===== config.mk =====
export PLATFORM = sky130hd
export DESIGN_NAME = dm_lsu
export DESIGN_NICKNAME = d
export VERILOG_FILES = /design/src/rtl/dm_lsu.sv
export SDC_FILE = /design/constraint.sdc
export NUM_CORES = 1
export LEC_CHECK = 0
export CAP_MARGIN = 20
export CORE_ASPECT_RATIO = 0.6
export CORE_MARGIN = 2
export CORE_UTILIZATION = 52
export DETAILED_ROUTE_END_ITERATION = 10
export PLACE_DENSITY = 0.87
export SYNTH_ARGS = -nofsm -noshare
export SYNTH_HDL_FRONTEND = slang
export SYNTH_SLANG_ARGS = --single-unit

===== constraint.sdc =====
create_clock -name clk -period 5.31 [get_ports clk]
set_input_delay 1.062 -clock clk [delete_from_list [all_inputs] [get_ports clk]]
set_output_delay 1.062 -clock clk [all_outputs]
set_load 0.02 [all_outputs]

===== src/rtl/dm_lsu.sv =====
// Load/store unit in front of the 64Kx32 data memory; the only driver of DM pins.
// Latency handshake->resp_valid: load 3, word store 2, sub-word store 4, error 1.
// Backpressure: one request in flight; req_ready low until the response is taken.
module dm_lsu #(
    parameter int ADDR_W = 32,
    parameter int ADSize = 16,
    parameter int DASize = 32
) (
    input  logic              clk,
    input  logic              rst,
    input  logic              req_valid,
    output logic              req_ready,
    input  logic              req_write,
    input  logic [1:0]        req_size,
    input  logic              req_signed,
    input  logic [ADDR_W-1:0] req_addr,
    input  logic [DASize-1:0] req_wdata,
    output logic              resp_valid,
    input  logic              resp_ready,
    output logic [DASize-1:0] resp_rdata,
    output logic              resp_err,
    output logic              DM_enable,
    output logic              DM_write,
    output logic [ADSize-1:0] DM_address,
    output logic [DASize-1:0] DM_in,
    input  logic [DASize-1:0] DM_out
);

    localparam logic [2:0] IDLE     = 3'd0;
    localparam logic [2:0] LD_RD    = 3'd1;
    localparam logic [2:0] LD_CAP   = 3'd2;
    localparam logic [2:0] ST_RD    = 3'd3;
    localparam logic [2:0] ST_MERGE = 3'd4;
    localparam logic [2:0] ST_WR    = 3'd5;
    localparam logic [2:0] RESP     = 3'd6;

    localparam logic [1:0] SZ_BYTE = 2'b00;
    localparam logic [1:0] SZ_HALF = 2'b01;
    localparam logic [1:0] SZ_WORD = 2'b10;

    logic [2:0]        state;
    logic              write_q;
    logic              signed_q;
    logic [1:0]        size_q;
    logic [ADSize+1:0] addr_q;
    logic [DASize-1:0] wdata_q;
    logic [DASize-1:0] merge_q;
    logic [DASize-1:0] rdata_q;
    logic              err_q;

    logic              hs;
    logic              req_err;
    logic [4:0]        byte_sh;
    logic [4:0]        half_sh;
    logic [7:0]        byte_lane;
    logic [15:0]       half_lane;
    logic [DASize-1:0] load_ext;
    logic [DASize-1:0] merge_nxt;

    assign req_ready = rst && (state == IDLE);
    assign hs        = req_valid && req_ready;

    always_comb begin
        req_err = 1'b0;
        if (req_size == 2'b11)
            req_err = 1'b1;
        if (req_size == SZ_HALF && req_addr[0])
            req_err = 1'b1;
        if (req_size == SZ_WORD && req_addr[1:0] != 2'b00)
            req_err = 1'b1;
        if ((req_addr >> (ADSize + 2)) != '0)
            req_err = 1'b1;
    end

    assign byte_sh   = {addr_q[1:0], 3'b000};
    assign half_sh   = {addr_q[1], 4'b0000};
    assign byte_lane = DM_out[byte_sh +: 8];
    assign half_lane = DM_out[half_sh +: 16];

    always_comb begin
        load_ext = DM_out;
        case (size_q)
            SZ_BYTE: load_ext = {{(DASize-8){signed_q & byte_lane[7]}}, byte_lane};
            SZ_HALF: load_ext = {{(DASize-16){signed_q & half_lane[15]}}, half_lane};
            default: load_ext = DM_out;
        endcase
    end

    // Read-modify-write: only the addressed lane(s) of the fetched word change.
    always_comb begin
        merge_nxt = DM_out;
        if (size_q == SZ_BYTE)
            merge_nxt[byte_sh +: 8] = wdata_q[7:0];
        else
            merge_nxt[half_sh +: 16] = wdata_q[15:0];
    end

    always_ff @(posedge clk or negedge rst) begin
        if (!rst) begin
            state    <= IDLE;
            write_q  <= 1'b0;
            signed_q <= 1'b0;
            size_q   <= 2'b00;
            addr_q   <= '0;
            wdata_q  <= '0;
            merge_q  <= '0;
            rdata_q  <= '0;
            err_q    <= 1'b0;
        end else begin
            case (state)
                IDLE: begin
                    if (hs) begin
                        write_q  <= req_write;
                        signed_q <= req_signed;
                        size_q   <= req_size;
                        addr_q   <= req_addr[ADSize+1:0];
                        wdata_q  <= req_wdata;
                        rdata_q  <= '0;
                        err_q    <= req_err;
                        if (req_err)
                            state <= RESP;
                        else if (!req_write)
                            state <= LD_RD;
                        else if (req_size == SZ_WORD)
                            state <= ST_WR;
                        else
                            state <= ST_RD;
                    end
                end
                LD_RD:    state <= LD_CAP;
                LD_CAP: begin
                    rdata_q <= load_ext;
                    state   <= RESP;
                end
                ST_RD:    state <= ST_MERGE;
                ST_MERGE: begin
                    merge_q <= merge_nxt;
                    state   <= ST_WR;
                end
                ST_WR:    state <= RESP;
                RESP: begin
                    if (resp_ready)
                        state <= IDLE;
                end
                default:  state <= IDLE;
            endcase
        end
    end

    // DM pins are gated by rst so an interrupted store can never reach the array.
    assign DM_enable  = rst && (state == LD_RD || state == ST_RD || state == ST_WR);
    assign DM_write   = rst && (state == ST_WR) && write_q;
    assign DM_address = rst ? addr_q[ADSize+1:2] : '0;
    assign DM_in      = (rst && state == ST_WR) ? ((size_q == SZ_WORD) ? wdata_q : merge_q) : '0;

    assign resp_valid = (state == RESP);
    assign resp_rdata = rdata_q;
    assign resp_err   = err_q;

endmodule

# ---- After elaboration in Yosys (flattened, before gate mapping)
# Cells that the tools add are included.
dict set report totals {
  register_bits 122
  word_cells 69
  input_bits 104
  output_inout_bits 85
}
dict set report classes {
  muxes 19
  n_eq_ne 13
  n_shift 6
  reduce_logical 18
  n_addsub 2
  n_bitwise 2
}
# op count
set op_table {}
lappend op_table {{2-to-1 mux 32 bit} 4}
lappend op_table {{one-hot mux 32 bit (2 select lines)} 2}
lappend op_table {{bitwise mux 32 bit} 2}
lappend op_table {{nonzero test 32 bit} 1}
lappend op_table {{variable shift 16 x 7 -> 32 bit (first input constant)} 1}
lappend op_table {{variable shift 8 x 7 -> 32 bit (first input constant)} 1}
lappend op_table {{indexed part select 16 x 7 -> 32 bit} 1}
lappend op_table {{indexed part select 32 x 6 -> 16 bit} 1}
lappend op_table {{indexed part select 32 x 6 -> 8 bit} 1}
lappend op_table {{indexed part select 8 x 7 -> 32 bit} 1}
lappend op_table {{one-hot mux 3 bit (6 select lines)} 1}
lappend op_table {{2-to-1 mux 16 bit} 1}
lappend op_table {{2-to-1 mux 3 bit} 5}
lappend op_table {{negator 5 -> 7 bit} 2}
lappend op_table {{equality test 3 bit (second input constant)} 3}
lappend op_table {{logical AND 1 bit} 7}
lappend op_table {{equality test 2 bit (second input constant)} 3}
lappend op_table {{equality test 3 x 2 -> 1 bit (second input constant)} 2}
lappend op_table {{AND reduction 2 bit} 3}
lappend op_table {{equality test 2 x 1 -> 1 bit (second input constant)} 2}
lappend op_table {{2-to-1 mux 1 bit} 4}
lappend op_table {{nonzero test 2 bit} 2}
lappend op_table {{equality test 3 x 1 -> 1 bit (second input constant)} 1}
lappend op_table {{zero test 3 bit} 1}
lappend op_table {{other kinds (6)} 8}

# ---- Logic depth before layout (Yosys ltp)
# Gate-level depths: netlist of the first run.
dict set report logic_depth {
  depth_word 8
  ltp_mapped 8
  ltp_nobuf 6
}

# ---- Worst setup path after synthesis of the first run
# OpenSTA, ideal clock, no wires.
dict set report synth_timing {
  path_type {input port to output port}
  start {in rst}
  end {out DM_in[22]}
  path_buffers 1
  setup_slack_ps 2419
  stages 3
  t_arrival_ps 1829
  t_required_ps 4248
  cell_sequence {nand4_1 > clkbuf_1 > a21oi_1}
}
dict set report synth_via {
  elab_chain_len 2
}
# item line_no
set synth_rtl {}
lappend synth_rtl {{start, declared} 10} ;# input logic rst,
lappend synth_rtl {{logical AND 1 bit} 154} ;# assign DM_in = (rst && state == ST_WR) ? ((size_q == SZ_WORD) ? wdata_q : merge_q) : '0;
lappend synth_rtl {{2-to-1 mux 32 bit} 154}
lappend synth_rtl {{end, declared} 25} ;# output logic [DASize-1:0] DM_in,
# Every way passes these cells.

# ---- Final worst setup path of the first run
dict set report layout_timing {
  start {reg size_q[1]}
  end {out DM_in[20]}
}
dict set report layout_via {
  elab_chain_len 3
}
# item line_no
set layout_rtl {}
lappend layout_rtl {{start, declared} 44} ;# logic [1:0] size_q;
lappend layout_rtl {{start signal, assigned} 115} ;# size_q <= req_size;
lappend layout_rtl {{equality test 2 bit} 154}
lappend layout_rtl {{2-to-1 mux 32 bit (2 in series)} 154}
# Every way passes these cells.

==> flow_summary.ini, run 1 <==
[worst_setup_path]
end_kind = output port
r2r-end = merge_q[11]
cp.arrival_ns = 3.20
required_ns = 4.25
criticalPathCategory = flip-flop to output port
rr_startpoint = addr_q[1]
regToRegSetupSlack_ns = 2.27
rr_worst_depth = 6
start_kind = flip-flop
cp_max_fo = 27

[grt]
grt_pass1_wl_um = 33800
grt_max_degree = 65
overflow = 0
grt_pass1_vias = 6205
grt_usage_pct = 33.0
antenna_found_initial = 0

[synth]
syn-mean-instance-area_um2 = 8.63
synth_top_area_share_pct = 47.8
syn_nets = 848
yosysSeqAreaShare_pct = 47.8
synthFlopType = dfrtp_1
synth.area.top_cells = dfrtp_1 48%, nand2_1 15%, a21oi_1 3.5%, a221oi_1 3.2%, nor2b_1 2.5%
async_flop_share_pct = 100
ys_ff_latch = 122
syn_area_um2 = 6380
syn_inst = 739
ys_types = 52
yosysTopAreaCell = dfrtp_1
ys_warn_count = 0
synth_edf_count = 0

[layout]
final_common_cell = nand2_1
final_cell_mix = 251 x nand2_1, 187 x clkdlybuf4s50_1, 122 x dfrtp_1
stdcell_count = 1082
finalNetCount = 1013
drive_above_1_share_pct = 6.98
area_growth_pct = 40.1
nFillCells = 876
antenna_cells = 0

[power]
netSwitchingFraction_pct = 41.7
power_frac_seq_pct = 34.1
total_power_mw = 5.20
peakVddDrop_mv = 0.273
p_int_mw = 3.04
clock_power_share_pct = 22.8
combPwrFrac_pct = 43.1
power_leakage_nw = 3.96
p_sw_mw = 2.17
power_density_nw_per_um2 = 582

[worst_hold_path]
holdPathEnd = addr_q[11]
hold-path-cell-count = 2
hold_start = addr_q[11]
hp-class = flip-flop to flip-flop

[detailed_routing]
vias_per_cell = 5.91
drtIter0Drc = 503
drc = 0
vias = 6397
firstDrtPassIters = 8
wl_per_cell_um = 19.7
ant_nets = 0
wl_um = 21300

[die]
die_area_um2 = 13200
ioPinCount = 189
die_x_um = 147
coreArea_um2 = 12000
die_height_um = 89.8
fp-row-count = 31
initial_core_util_pct = 53.1

[place]
dpl.cell_count = 1048
port_buffers = 188
dpl.hpwl_um = 15200
gp_congestion = 1.01

[clock_network]
ctsHoldBuffers = 0
clockBufferDepth = 2
cts.clk_slew.worst_paths_ns = 0.06
cts_tree = done
cts_made_buffers = 17
cts.repair.resized = 0
cts_setup_buffers = 0
insertion_delay_ns = 0.41
cts.sinks = 122
cts-root-buf = clkbuf_16
htreeDepth = 4

[timing]
min_period_ns = 4.26
slew_headroom_pct = 28.7
fin_crit_sh_pct = 80.2
grt_setup_unrepaired = no
clock.fmax_mhz = 235
maxSlewViolCount = 0
skew_ns = 0.00737
max_slew.worst_pin.slew_ns = 1.07
setup_viol = 0
setup_tns_ns = 0
finalHoldViolations = 0

[run_status]
status = finished clean

[job]
drv_cap = 0
## how the worst max path moves through the flow
| stage | from | endpoint | slack (ns) | cells after the start |
|---|---|---|---|---|
| final | size_q[1] | DM_in[20] | 1.05 | 5 |
| after global routing | size_q[1] | DM_in[20] | 0.83 | 5 |
| after CTS | size_q[1] | DM_in[20] | 1.06 | 5 |
| after detailed placement | rst | DM_in[27] | 1.48 | 5 |
| after global placement | rst | DM_in[31] | 1.57 | 5 |
| after floorplan | rst | DM_in[22] | 2.42 | 3 |
## Yosys cell counts (2+ instances only)
cell type / n
a211o_1: 8
a211oi_1: 17
a21oi_1: 45
a221o_1: 7
a221o_2: 10
a221oi_1: 23
a22oi_1: 16
a41o_1: 2
and2_1: 17
buf_1: 2
buf_2: 11
buf_6: 2
clkbuf_1: 38
dfrtp_1: 122
ha_1: 5
inv_1: 15
mux2i_1: 9
nand2_1: 252
nand2b_1: 3
nand4_1: 2
nor2_1: 20
nor2b_1: 25
nor3_1: 4
nor4_1: 4
o21a_1: 9
o21ai_0: 23
o2bb2ai_1: 8
o31ai_1: 16
## power by group through the flow
stage                     sequential, mW  combinational [mW]  clock [mW]
after CTS                           1.75                2.22        1.19
final                               1.77                2.24        1.19
after global placement              1.74                2.14           0
after detailed placement            1.76                2.19           0
after floorplan                     1.66                1.44           0
after global routing                1.82                2.45        1.24
## registers in the layout, indices dropped and copies added, names as in the netlist
register / count
merge_q: 32
addr_q: 18
write_q: 1
size_q: 2
state: 3
resp_err: 1
signed_q: 1
resp_rdata: 32
wdata_q: 32
## kinds of logic (layout without fill, tap and decap cells)
kind of cell,after synthesis,in the layout,synth area share [%]
flops,122,122,47.8
mux,9,9,1.41
buf+inv,70,248,4.63
compound gates,194,194,22.2
simple gates,339,339,22.9
fa+ha+maj,5,5,0.980
## worst max-delay path: stages, from the launching register on
cell and delay, ns:
dfrtp_1 0.89, nand2b_1 0.73, buf_4 0.41, nand2_1 0.09
a21oi_1 0.08, clkdlybuf4s50_1 0.56
## layer usage
metal	vias up	GRT usage [%]	wire length, um
li1	2895	-	-
met1	3035	48.6	9260
met2	428	48.0	9130
met3	39	10.1	2550
met4	0	8.17	395
met5	-	0	0
## layout make-up
cell class	instances	area (um^2)	share of cell area, %
clock buffer	21	460	5.15
clock inverter	11	145	1.62
inverter	16	60.1	0.672
multi-input combinational	547	3040	34.0
sequential	122	3050	34.1
tap	165	206	2.31
timing repair buffer	200	1980	22.1
## stage by stage
step	util (%)	hold WS, ns	worst slack, ns	instance area [um^2]
2_1_floorplan	-	0.438	2.42	6380
3_3_place_gp	69.2	0.449	1.57	8320
3_5_place_dp	69.2	0.458	1.48	8320
4_1_cts	74.2	0.470	1.06	8920
5_1_grt	74.4	0.493	0.831	8940
6_report	74.4	0.470	1.05	8940
Power figures use the tool's default switching activity.
==> run 2, diff against run 1 <==
- CORE_UTILIZATION: 52 -> 43
- PLACE_DENSITY: 0.87 -> 0.77
- clock period: 5.31 -> 3.86 ns (I/O delays scaled with it)
==> run 2 against run 1 <==
Register-to-register slack lost 0.82 ns. Wire length decreased by 3.1%. Critical path depth stayed put. First-iteration DRC count grew 5.2%. Final cell count up 3.6%. Setup slack lost 0.37 ns. Largest cell class unchanged.
==> flow_summary.ini, run 2 (same netlist as run 1, synthesis figures left out) <==
[power]
netSwitchingFraction_pct = 41.1
peakVddDrop_mv = 0.391
p_int_mw = 4.22
clock_power_share_pct = 22.6
power_leakage_nw = 4.01
combPwrFrac_pct = 44.3
power_density_nw_per_um2 = 791
p_sw_mw = 2.95
power_frac_seq_pct = 33.1

[worst_setup_path]
start_kind = flip-flop
end_kind = output port
criticalPathCategory = flip-flop to output port
regToRegSetupSlack_ns = 1.45
required_ns = 3.09
rr_startpoint = addr_q[1]
cp_max_fo = 13
r2r-end = merge_q[7]
cp.arrival_ns = 2.40
rr_worst_depth = 5

[run_status]
status = finished clean

[die]
ioPinCount = 189
die_area_um2 = 15900
initial_core_util_pct = 44.0
coreArea_um2 = 14500
die_height_um = 98.4
die_x_um = 161
fp-row-count = 34

[clock_network]
cts_setup_buffers = 0
clockBufferDepth = 2
cts.clk_slew.worst_paths_ns = 0.06
ctsHoldBuffers = 0
cts.sinks = 122
cts_made_buffers = 17
cts.repair.resized = 0
cts_tree = done
htreeDepth = 4
cts-root-buf = clkbuf_16
insertion_delay_ns = 0.41

[detailed_routing]
ant_nets = 0
vias = 6278
wl_um = 20700
drtIter0Drc = 529
firstDrtPassIters = 5
vias_per_cell = 5.60
wl_per_cell_um = 18.4
drc = 0

[layout]
drive_above_1_share_pct = 7.91
finalNetCount = 1020
final_common_cell = nand2_1
area_growth_pct = 42.0
final_cell_mix = 251 x nand2_1, 186 x clkdlybuf4s50_1, 122 x dfrtp_1
stdcell_count = 1121
antenna_cells = 0

[grt]
overflow = 0
grt_pass1_vias = 5995
antenna_found_initial = 0
grt_usage_pct = 26.5
grt_pass1_wl_um = 32700
grt_max_degree = 76

[worst_hold_path]
hp-class = input pin to asynchronous set/reset pin

[timing]
clock.fmax_mhz = 315
max_slew.worst_pin.slew_ns = 0.978
grt_setup_unrepaired = no
fin_crit_sh_pct = 82.2
finalHoldViolations = 0
setup_viol = 0
setup_tns_ns = 0
slew_headroom_pct = 34.8
min_period_ns = 3.17
maxSlewViolCount = 0
skew_ns = 0.00757

[place]
dpl.cell_count = 1089
port_buffers = 188
gp_congestion = 0.909
dpl.hpwl_um = 15000

[job]
drv_cap = 0
## run 2: cell count changes in the layout (fill, tap and decap cells not counted), sizes merged
cell	change
buf	+10
clkbuf	-4
clkdlybuf4s50	-1
clkinvlp	+1
## run 2: metrics by stage
| step | util (%) | cell area [um^2] | setup slack (ns) | power (mW) | hold slack [ns] |
|---|---|---|---|---|---|
| 2_1_floorplan | - | 6380 | 1.50 | 4.26 | 0.438 |
| 3_3_place_gp | 58.2 | 8440 | 0.855 | 5.42 | 0.452 |
| 3_5_place_dp | 58.2 | 8440 | 0.851 | 5.47 | 0.455 |
| 4_1_cts | 62.3 | 9040 | 0.680 | 7.12 | 0.207 |
| 5_1_grt | 62.5 | 9060 | 0.541 | 7.63 | 0.214 |
| 6_report | 62.5 | 9060 | 0.685 | 7.17 | 0.210 |
## run 2: final cells by class
type,count,area [um^2]
inverter,16,60.1
tap,198,248
sequential,122,3050
timing repair buffer,207,2060
clock buffer,19,453
fill,1246,5440
multi-input combinational,547,3040
clock inverter,12,149
## run 2: per-layer routing
metal | track usage (%) | part of all wire, % | up-vias
met5 | 0 | 0 | -
met1 | 40.7 | 47 | 3005
met2 | 36.3 | 41 | 331
met4 | 5.43 | 0.98 | 0
li1 | - | - | 2918
met3 | 8.75 | 11 | 24
## run 2: worst max-delay path by stage
stage | startpoint | to | slack, ns | cells after the start
after global routing | size_q[1] | DM_in[7] | 0.54 | 6
after CTS | size_q[1] | DM_in[24] | 0.68 | 5
after global placement | rst | DM_write | 0.85 | 5
final | size_q[1] | DM_in[13] | 0.69 | 5
after detailed placement | rst | req_ready | 0.85 | 4
after floorplan | size_q[0] | DM_in[10] | 1.50 | 6
## run 2: power groups by stage
stage | registers, mW | clock network [mW] | logic, mW
after global placement | 2.35 | 0 | 3.07
final | 2.37 | 1.62 | 3.18
after floorplan | 2.29 | 0 | 1.98
after global routing | 2.43 | 1.70 | 3.50
after CTS | 2.35 | 1.64 | 3.13
after detailed placement | 2.36 | 0 | 3.11
## run 2: critical path: stages, from the launching register on
cell	delay (ns)
dfrtp_1	0.40
nand2b_1	0.39
buf_4	0.29
nand2_1	0.09
a21oi_1	0.19
clkdlybuf4s50_1	0.63
